File: src/rtl/des_pkg.sv
// Shared constants, permutation tables and helpers for the DES key schedule.
// The ERR state exists only when DES_KEY_PARITY_CHECK_EN is defined.
package des_pkg;

  localparam int SUBKEY_W   = 48;
  localparam int NUM_ROUNDS = 16;
  localparam int HALF_W     = 28;
  localparam int KEY_W      = 64;
  localparam int BUS_W      = SUBKEY_W * NUM_ROUNDS;

  // Tables use DES numbering: bit 1 is the most significant bit.
  localparam int PC1 [56] = '{
    57, 49, 41, 33, 25, 17,  9,
     1, 58, 50, 42, 34, 26, 18,
    10,  2, 59, 51, 43, 35, 27,
    19, 11,  3, 60, 52, 44, 36,
    63, 55, 47, 39, 31, 23, 15,
     7, 62, 54, 46, 38, 30, 22,
    14,  6, 61, 53, 45, 37, 29,
    21, 13,  5, 28, 20, 12,  4
  };

  localparam int PC2 [48] = '{
    14, 17, 11, 24,  1,  5,
     3, 28, 15,  6, 21, 10,
    23, 19, 12,  4, 26,  8,
    16,  7, 27, 20, 13,  2,
    41, 52, 31, 37, 47, 55,
    30, 40, 51, 45, 33, 48,
    44, 49, 39, 56, 34, 53,
    46, 42, 50, 36, 29, 32
  };

  localparam int SHIFTS [16] = '{1, 1, 2, 2, 2, 2, 2, 2, 1, 2, 2, 2, 2, 2, 2, 1};

`ifdef DES_KEY_PARITY_CHECK_EN
  typedef enum logic [1:0] {ST_IDLE, ST_GEN, ST_DONE, ST_ERR} state_t;
`else
  typedef enum logic [1:0] {ST_IDLE, ST_GEN, ST_DONE} state_t;
`endif

  function automatic logic [55:0] pc1(input logic [KEY_W-1:0] key);
    logic [55:0] res;
    res = '0;
    for (int i = 0; i < 56; i++) res[55-i] = key[KEY_W-PC1[i]];
    return res;
  endfunction

  function automatic logic [SUBKEY_W-1:0] pc2(input logic [55:0] cd);
    logic [SUBKEY_W-1:0] res;
    res = '0;
    for (int i = 0; i < SUBKEY_W; i++) res[SUBKEY_W-1-i] = cd[56-PC2[i]];
    return res;
  endfunction

  // Slot i sits at bits [767-48*(i-1) -: 48]; decrypt stores round n in slot 17-n.
  function automatic int slot_lsb(input logic [4:0] round, input logic decrypt);
    int slot;
    slot = decrypt ? (NUM_ROUNDS + 1 - int'(round)) : int'(round);
    return SUBKEY_W * (NUM_ROUNDS - slot);
  endfunction

endpackage

File: src/rtl/des_subkey_step.sv
// One combinational key-schedule round: rotate C/D by the scheduled amount
// and derive the round subkey through PC-2.
module des_subkey_step
  import des_pkg::*;
(
  input  logic [HALF_W-1:0]   c_in,
  input  logic [HALF_W-1:0]   d_in,
  input  logic [4:0]          round,
  output logic [HALF_W-1:0]   c_out,
  output logic [HALF_W-1:0]   d_out,
  output logic [SUBKEY_W-1:0] subkey
);

  logic [3:0] sched_idx;
  logic       rot_two;

  // Rounds are numbered 1..16; the table index wraps harmlessly outside GEN.
  assign sched_idx = 4'(round - 5'd1);
  assign rot_two   = (SHIFTS[sched_idx] == 2);

  always_comb begin
    if (rot_two) begin
      c_out = {c_in[HALF_W-3:0], c_in[HALF_W-1:HALF_W-2]};
      d_out = {d_in[HALF_W-3:0], d_in[HALF_W-1:HALF_W-2]};
    end else begin
      c_out = {c_in[HALF_W-2:0], c_in[HALF_W-1]};
      d_out = {d_in[HALF_W-2:0], d_in[HALF_W-1]};
    end
    subkey = pc2({c_out, d_out});
  end

endmodule

File: src/rtl/des_key_schedule.sv
// DES key expansion: produces all 16 subkeys, KEYS_PER_CYCLE per clock,
// in encrypt or reversed order. Optional parity check: DES_KEY_PARITY_CHECK_EN.
module des_key_schedule
  import des_pkg::*;
#(
  parameter int KEYS_PER_CYCLE = 1
) (
  input  logic              clk,
  input  logic              rst,
  input  logic              start,
  input  logic              decrypt,
  input  logic [KEY_W-1:0]  key_in,
  output logic [BUS_W-1:0]  round_keys,
  output logic              keys_ready,
  output logic              busy,
  output logic              key_err
);

  state_t state, next_state;

  logic [HALF_W-1:0]   c_q, d_q;
  logic [4:0]          r_q, r_next;
  logic                dec_q;
  logic [BUS_W-1:0]    round_keys_q;
  logic [55:0]         cd_init;
  logic                load, gen;

  logic [HALF_W-1:0]   c_chain [KEYS_PER_CYCLE+1];
  logic [HALF_W-1:0]   d_chain [KEYS_PER_CYCLE+1];
  logic [SUBKEY_W-1:0] subkeys [KEYS_PER_CYCLE];
  logic [4:0]          rounds  [KEYS_PER_CYCLE];

  assign cd_init    = pc1(key_in);
  assign r_next     = r_q + 5'(KEYS_PER_CYCLE);
  assign c_chain[0] = c_q;
  assign d_chain[0] = d_q;

  // Rotations chain through the steps so several rounds complete per cycle.
  for (genvar j = 0; j < KEYS_PER_CYCLE; j++) begin : g_step
    assign rounds[j] = r_q + 5'(j + 1);
    des_subkey_step u_step (
      .c_in   (c_chain[j]),
      .d_in   (d_chain[j]),
      .round  (rounds[j]),
      .c_out  (c_chain[j+1]),
      .d_out  (d_chain[j+1]),
      .subkey (subkeys[j])
    );
  end

`ifdef DES_KEY_PARITY_CHECK_EN
  logic parity_ok;

  always_comb begin
    parity_ok = 1'b1;
    for (int b = 0; b < 8; b++) begin
      if (!(^key_in[8*b +: 8])) parity_ok = 1'b0;
    end
  end
`endif

  always_ff @(posedge clk) begin
    if (rst) state <= ST_IDLE;
    else     state <= next_state;
  end

  always_comb begin
    next_state = state;
    load       = 1'b0;
    gen        = 1'b0;
    case (state)
      ST_GEN: begin
        gen = 1'b1;
        if (r_next >= 5'(NUM_ROUNDS)) next_state = ST_DONE;
      end
      default: begin
        if (start) begin
`ifdef DES_KEY_PARITY_CHECK_EN
          if (parity_ok) begin
            load       = 1'b1;
            next_state = ST_GEN;
          end else begin
            next_state = ST_ERR;
          end
`else
          load       = 1'b1;
          next_state = ST_GEN;
`endif
        end
      end
    endcase
  end

  // round_keys is deliberately kept on load so a consumer of the old set
  // is not disturbed until the new set overwrites each slot.
  always_ff @(posedge clk) begin
    if (rst) begin
      c_q          <= '0;
      d_q          <= '0;
      r_q          <= '0;
      dec_q        <= 1'b0;
      round_keys_q <= '0;
    end else if (load) begin
      c_q   <= cd_init[55:28];
      d_q   <= cd_init[27:0];
      r_q   <= '0;
      dec_q <= decrypt;
    end else if (gen) begin
      c_q <= c_chain[KEYS_PER_CYCLE];
      d_q <= d_chain[KEYS_PER_CYCLE];
      r_q <= r_next;
      for (int j = 0; j < KEYS_PER_CYCLE; j++) begin
        round_keys_q[slot_lsb(rounds[j], dec_q) +: SUBKEY_W] <= subkeys[j];
      end
    end
  end

  assign round_keys = round_keys_q;
  assign busy       = (state == ST_GEN);
  assign keys_ready = (state == ST_DONE);
`ifdef DES_KEY_PARITY_CHECK_EN
  assign key_err    = (state == ST_ERR);
`else
  assign key_err    = 1'b0;
`endif

endmodule

File: config.mk
export PLATFORM = sky130hd
export DESIGN_NAME = des_key_schedule
export DESIGN_NICKNAME = d
export VERILOG_FILES = /design/src/rtl/des_pkg.sv /design/src/rtl/des_subkey_step.sv /design/src/rtl/des_key_schedule.sv
export SDC_FILE = /design/constraint.sdc
export NUM_CORES = 2
export LEC_CHECK = 0
export BUFFER_PORTS_ARGS = -buffer_cell sky130_fd_sc_hd__buf_4
export CAP_MARGIN = 0
export CORE_AREA = 8 8 323 325
export CTS_BUF_LIST = sky130_fd_sc_hd__clkbuf_8 sky130_fd_sc_hd__clkbuf_16
export CTS_CLUSTER_DIAMETER = 60
export DETAILED_ROUTE_END_ITERATION = 16
export DIE_AREA = 0 0 331 333
export HOLD_SLACK_MARGIN = 0.02
export MAX_ROUTING_LAYER = met4
export PLACE_DENSITY_LB_ADDON = 0.15
export SYNTH_ARGS = -nofsm -noshare
export SYNTH_HDL_FRONTEND = slang
export SYNTH_SLANG_ARGS = --single-unit
File: constraint.sdc
create_clock -name clk -period 7.65 [get_ports clk]
set_input_delay 1.1475 -clock clk [delete_from_list [all_inputs] [get_ports clk]]
set_output_delay 1.1475 -clock clk [all_outputs]
set_load 0.05 [all_outputs]
[Word-level counts from Yosys, hierarchy flattened]
Memory sizes are Yosys's and may differ from the RTL's.
Index checks and enable logic that the tools add are counted.
Storage, ports and cells
  register bits: 832
  bits in latches: 0
  memory bits (writable): 0
  ROM bits: 512
  input port bits: 68
  output and inout bits: 771
  word-level logic and storage cells: 44
  memories kept: 1
Operators by class
  add/subtract/negate cells: 5
  $mul: 1
  divide/modulo/power cells: 0
  order comparisons: 2
  equality and inequality tests: 4
  shift operators: 2
  muxes and demuxes: 16
  bitwise gates (word level): 2
  reduce and logical (&&, ||, !) cells: 5
Memories
  (no name shown): depth 16, bits a word 32, read ports 1, clocked after Yosys merged registers in 0, write ports 0, line des_subkey_step.sv:19  | assign rot_two = (SHIFTS[sched_idx] == 2);
Operators with widths (number)
  bitwise mux 768 bit: 1
  variable shift 48 x 33 -> 768 bit (first input constant): 1
  variable part select 48 x 33 -> 768 bit: 1
  two-way mux 28 bit: 6
  two-way mux 32 bit: 3
  negation 32 -> 33 bit: 1
  equality test 32 x 3 -> 1 bit (second input constant): 1
  multiplier 3 x 32 -> 28 bit (first input constant): 1
  subtractor 6 x 32 -> 32 bit (first input constant): 1
  greater-or-equal comparator 5 bit (second input constant): 2
  two-way mux 2 bit: 3
  subtractor 5 x 5 -> 6 bit (first input constant): 1
  adder 5 x 1 -> 5 bit (second input constant): 1
  NOT 4 -> 5 bit: 1
  AND reduction 2 bit: 2
  nonzero test 2 bit: 2
  subtractor 4 x 1 -> 4 bit (second input constant): 1
  two-way mux 1 bit: 3
  equality test 2 x 1 -> 1 bit (second input constant): 1
  equality test 2 bit (second input constant): 1
  != test 2 x 1 -> 1 bit (second input constant): 1
  OR reduction 2 bit: 1
  NOT 1 bit: 1

[Longest topological paths before layout]
  depth after elaboration: 10
  gate-level depth with buffers: 32
  depth with buffers taken out: 25

[Cells and area by module]
A second synthesis with hierarchy kept.
Unflattened totals
  cell total of the unflattened synthesis: 5482
  area total of the unflattened synthesis: 43618.1 um2
By module, submodules not included
  des_key_schedule: times used 1, cells an instance 5356, area each 42285.6 um2, seq. area each 16656.0 um2
  des_subkey_step: times used 1, cells an instance 126, area each 1332.5 um2, seq. area each 0.0 um2

[Least setup slack after synthesis]
No wires, ideal clock.
  kind: reg2reg
  start point: reg r_q[0]
  end point: reg round_keys_q[205], in the netlist round_keys[205]
  library setup time: 70 ps
  arrival time: 7375 ps
  setup slack: 205 ps
  cell stages (with the launch flop): 28
  buffers on the path: 8
  cell sequence: dfxtp_1 -> xnor2_1 -> clkbuf_1 -> clkbuf_1 -> buf_1 -> clkbuf_1 -> clkbuf_1 -> clkbuf_1 -> ha_1 -> inv_1 -> ha_1 -> ha_1 -> inv_1 -> fa_1 -> nand2b_1 -> a21oi_1 -> o2111ai_1 -> a31o_2 -> a22o_1 -> or4_1 -> nor3_1 -> xor2_1 -> nor3_1 -> o211ai_4 -> buf_2 -> clkbuf_1 -> or4_1 -> a21oi_1
On the way
  cells in the longest elaborated chain, start to end: 10
  elaborated cells on any way between the ends: 17
  those cells by class: 5 x add/sub; 1 x mul; 1 x eq/ne; 2 x shift; 6 x mux; 1 x bitwise; 1 x memory
Ends and longest elaborated chain
  start, declared: line des_key_schedule.sv:22  | logic [4:0] r_q, r_next;
  start signal, assigned: line des_key_schedule.sv:111  | r_q <= r_next;
  adder 5 x 1 -> 5 bit (*): line des_key_schedule.sv:40  | assign rounds[j] = r_q + 5'(j + 1);
  parallel branches: the longest is 8 deep, another holds negation 32 -> 33 bit
  bitwise mux 768 bit (*): line des_key_schedule.sv:113  | round_keys_q[slot_lsb(rounds[j], dec_q) +: SUBKEY_W] <= subkeys[j];
  end signal, assigned by index: line des_key_schedule.sv:113
  end, declared: line des_key_schedule.sv:24  | logic [BUS_W-1:0] round_keys_q;
Every way passes the cells marked *. The select of a mux whose other input is x is not followed.
A chain may end at the register's enable or synchronous reset.

[Worst setup path in the final report]
  start point: reg r_q[0]
  end point: reg round_keys_q[507], in the netlist round_keys[507]
On the way
  cells in the longest elaborated chain, start to end: 10
  elaborated cells on any way between the ends: 17
  those cells by class: 5 x add/sub; 1 x mul; 1 x eq/ne; 2 x shift; 6 x mux; 1 x bitwise; 1 x memory
Ends and longest elaborated chain
  adder 5 x 1 -> 5 bit (*): line des_key_schedule.sv:40
  net g_step[0].u_step.round[0]: line des_subkey_step.sv:8  | input logic [4:0] round,
  parallel branches: the longest is 8 deep, another holds negation 32 -> 33 bit
  bitwise mux 768 bit (*): line des_key_schedule.sv:113
Mark *: on every way through the listed nets, which the timed path passes. The select of a mux whose other input is x is not followed.

==> flow_summary.yaml <==
die:
  die-area_um2: 110000
  ioPinCount: 839
  die_h_um: 333
  initial_core_util: 0.423
  fp.coreArea_um2: 99300
  chipWidth_um: 331
  std_cell_rows: 116
clock_tree:
  cts_inserted_buffers: 97
  tritoncts: "built"
  number_of_buffers_on_the_longest_clock_path: 3
  clock_sink_count: 832
  clockRootBuffer: "sky130_fd_sc_hd__clkbuf_16"
  cts-htree-levels: 3
  worst_setup_hold_path_clk_slew_ns: 0.06
  clk-insertion-delay-late_ns: 0.72
route:
  wl_per_cell_um: 29.9
  dr.first_iter.drc_count: 5715
  drt-vias-per-instance: 6.29
  totalWireLength_mm: 214
  detail_route.drc_violations: 0
  drt-pass1-iter-count: 8
  antenna_left: 0
  vias: 44900
logic_synthesis:
  ys_seq_area_frac: 0.397
  synth_ff_type: "sky130_fd_sc_hd__dfxtp_1"
  count_of_state_elements_after_synthesis: 832
  syn_area_um2: 42000
  synth_cell_types: 97
  yosys_warnings: 0
  syn-num-nets: 5241
  syn-instance-count: 5114
  ys_async_sr_fraction: 0
  number_of_synthesized_flops_with_an_enable_pin: 0
  postSynthAreaPerCell_um2: 8.21
timing:
  fmax_ghz: 0.136
  final_hold_viol_count: 0
  maxSlewHeadroom: 0.0427
  setup_viol_count_final: 0
  finalMaxSlewViolations: 0
  timing_worst_slew_pin_value_ns: 1.40
  finalWorstPathRequiredPeriod_ns: 7.37
  final.hold.worst_slack_ns: 0.456
  period_share: 0.963
  timing.clock.skew_ns: 0.0421
global_routing:
  initial_antenna_violation_count: 8
  global_route.usage.total: 0.374
  grt.overflow.total: 0
  first_global_vias: 40800
  grt_max_degree: 219
  grt_first_pass_wirelength_mm: 299
status:
  outcome: "completed"
finish:
  most-common-layout-cells: "1,028 x sky130_fd_sc_hd__buf_4, 832 x sky130_fd_sc_hd__dfxtp_1, 592 x sky130_fd_sc_hd__a21oi_1, 539 x sky130_fd_sc_hd__o21ai_0, 471 x sky130_fd_sc_hd__nand2_1"
  design_area_um2: 53600
  finish.net_count: 5884
  layout-drive-gt1-share: 0.235
  syn_to_final_growth_pct: 27.6
  final_cells: 7136
  postLayoutCoreUtil: 0.540
  mostFrequentLayoutCell: "sky130_fd_sc_hd__buf_4"
place:
  io_buffer_count: 829
  dpl-instance-area_um2: 50200
  dp_cells: 6955
  dpl.hpwl_mm: 158
  routability_congestion_estimate_from_global_placement: 1.04
min_path:
  worstHoldPathType: "flip-flop to flip-flop"
setup_path:
  timing.critical_path.fanout_max: 42
  setup.worst_path.end_class: "flip-flop"
  crit_path_top_delay_cell: "sky130_fd_sc_hd__or4_1"
  setup.worst_path.start_class: "flip-flop"
  critical_path_class: "flip-flop to flip-flop"
  cp.arrival_ns: 7.98
  cp.buffers_inverters: 6
  timing.critical_path.slowest_cell_delay_ns: 0.55
  worst-endpoint-required_ns: 8.26
  critPathMostFrequentCell: "sky130_fd_sc_hd__ha_1"
  cell_family_contributing_the_most_delay_on_the_critical_path: "compound AO/OA/AOI/OAI gates"
job:
  max_cap_viol_count: 0
power_and_ir_drop:
  total_leakage_power_uw: 0.0208
  vdd_ir_drop_max_uv: 255
  fin_total_pwr_uw: 14500
  p_per_area_nw_per_um2: 271
## power by group
part	total (µW)	switching, µW	internal (µW)	leakage (µW)
clock	4810	1990	2820	0.00172
combinational	5320	4300	1020	0.0124
sequential	4400	34.4	4370	0.00671
## final timing paths
check | depth (start not counted) | slack (ns) | end | from
worst min register to register | 2 | 0.46 | round_keys[714]$_SDFFE_PP0P_ | round_keys[714]$_SDFFE_PP0P_
worst min-delay path | 2 | 0.46 | round_keys[714]$_SDFFE_PP0P_ | round_keys[714]$_SDFFE_PP0P_
worst max register to register | 27 | 0.28 | round_keys[507]$_SDFFE_PP0P_ | r_q[0]$_SDFFE_PP0P_
worst max-delay path | 27 | 0.28 | round_keys[507]$_SDFFE_PP0P_ | r_q[0]$_SDFFE_PP0P_
## cells by family (layout without fill, tap and decap cells)
group                    count (synthesis)  after routing  synth area share
XOR/XNOR                                39             39           0.00879
adder cells (fa/ha/maj)                 59             59            0.0178
buffers and inverters                  543           1264            0.0510
flip-flops                             832            832             0.397
AND/OR/NAND/NOR                       1652           1652             0.209
AO/OA/AOI/OAI                         1608           1608             0.223
multiplexers                           380            380            0.0928
other                                    1              4         0.0000894
## synthesized netlist by cell type (25+ instances only)
cell type | count | area [µm²]
sky130_fd_sc_hd__a211oi_1 | 85 | 638
sky130_fd_sc_hd__a21oi_1 | 592 | 2960
sky130_fd_sc_hd__a22oi_1 | 66 | 495
sky130_fd_sc_hd__a31oi_1 | 25 | 156
sky130_fd_sc_hd__a32oi_1 | 37 | 324
sky130_fd_sc_hd__and3_1 | 33 | 206
sky130_fd_sc_hd__buf_1 | 25 | 93.8
sky130_fd_sc_hd__buf_2 | 40 | 200
sky130_fd_sc_hd__clkbuf_1 | 443 | 1660
sky130_fd_sc_hd__dfxtp_1 | 832 | 16700
sky130_fd_sc_hd__ha_1 | 58 | 726
sky130_fd_sc_hd__mux2_2 | 55 | 619
sky130_fd_sc_hd__mux2i_1 | 306 | 3060
sky130_fd_sc_hd__nand2_1 | 476 | 1790
sky130_fd_sc_hd__nand2b_1 | 34 | 213
sky130_fd_sc_hd__nand3_1 | 110 | 551
sky130_fd_sc_hd__nand4_1 | 155 | 970
sky130_fd_sc_hd__nor2_1 | 270 | 1010
sky130_fd_sc_hd__nor2b_1 | 62 | 388
sky130_fd_sc_hd__nor3_1 | 94 | 470
sky130_fd_sc_hd__o21ai_0 | 542 | 2710
sky130_fd_sc_hd__o22ai_1 | 70 | 438
sky130_fd_sc_hd__o31ai_1 | 27 | 203
sky130_fd_sc_hd__or3_1 | 66 | 413
sky130_fd_sc_hd__or4_1 | 257 | 1930
## stage by stage
stage | setup TNS [ns] | setup slack, ns
after global placement | 0 | 0.439
after floorplan | 0 | 0.205
after global routing | -0.117 | -0.0307
after detailed placement | 0 | 0.351
after CTS | 0 | 0.314
final | 0 | 0.284
## sequential cells by signal, indices dropped and copies added, names as in the netlist
signal / cells
state: 2
dec_q: 1
r_q: 5
d_q: 28
c_q: 28
round_keys: 768
## worst min-delay path: cells and delay by family, from the launching register on
family | cells | cell delay [ns]
flops | 1 | 0.31
simple gates | 1 | 0.05
compound gates | 1 | 0.05
## layout make-up
class                   count  area (µm²)
fillers                  9454       45700
repair buffers           1063        8400
clock inverters            59         593
diodes                      3        7.51
clock buffers             118        2740
multi-input cells        3739       23400
inverters                  24        95.1
flip-flops and latches    832       16700
well taps                1298        1620
## timing repair
action / CTS / global route
hold buffers: 0 / 0
gates resized for setup: 0 / 9
setup endpoints to repair: 0 / 497
buffers inserted: 0 / 1
## routing by layer
layer	part of all wire	vias up	global-route usage	wire, µm
li1	-	20200	-	-
met1	0.39	21800	0.457	83500
met2	0.45	2368	0.563	95200
met3	0.11	478	0.108	22800
met4	0.057	0	0.183	12200
met5	0	-	-	0
Power figures use the tool's default switching activity.
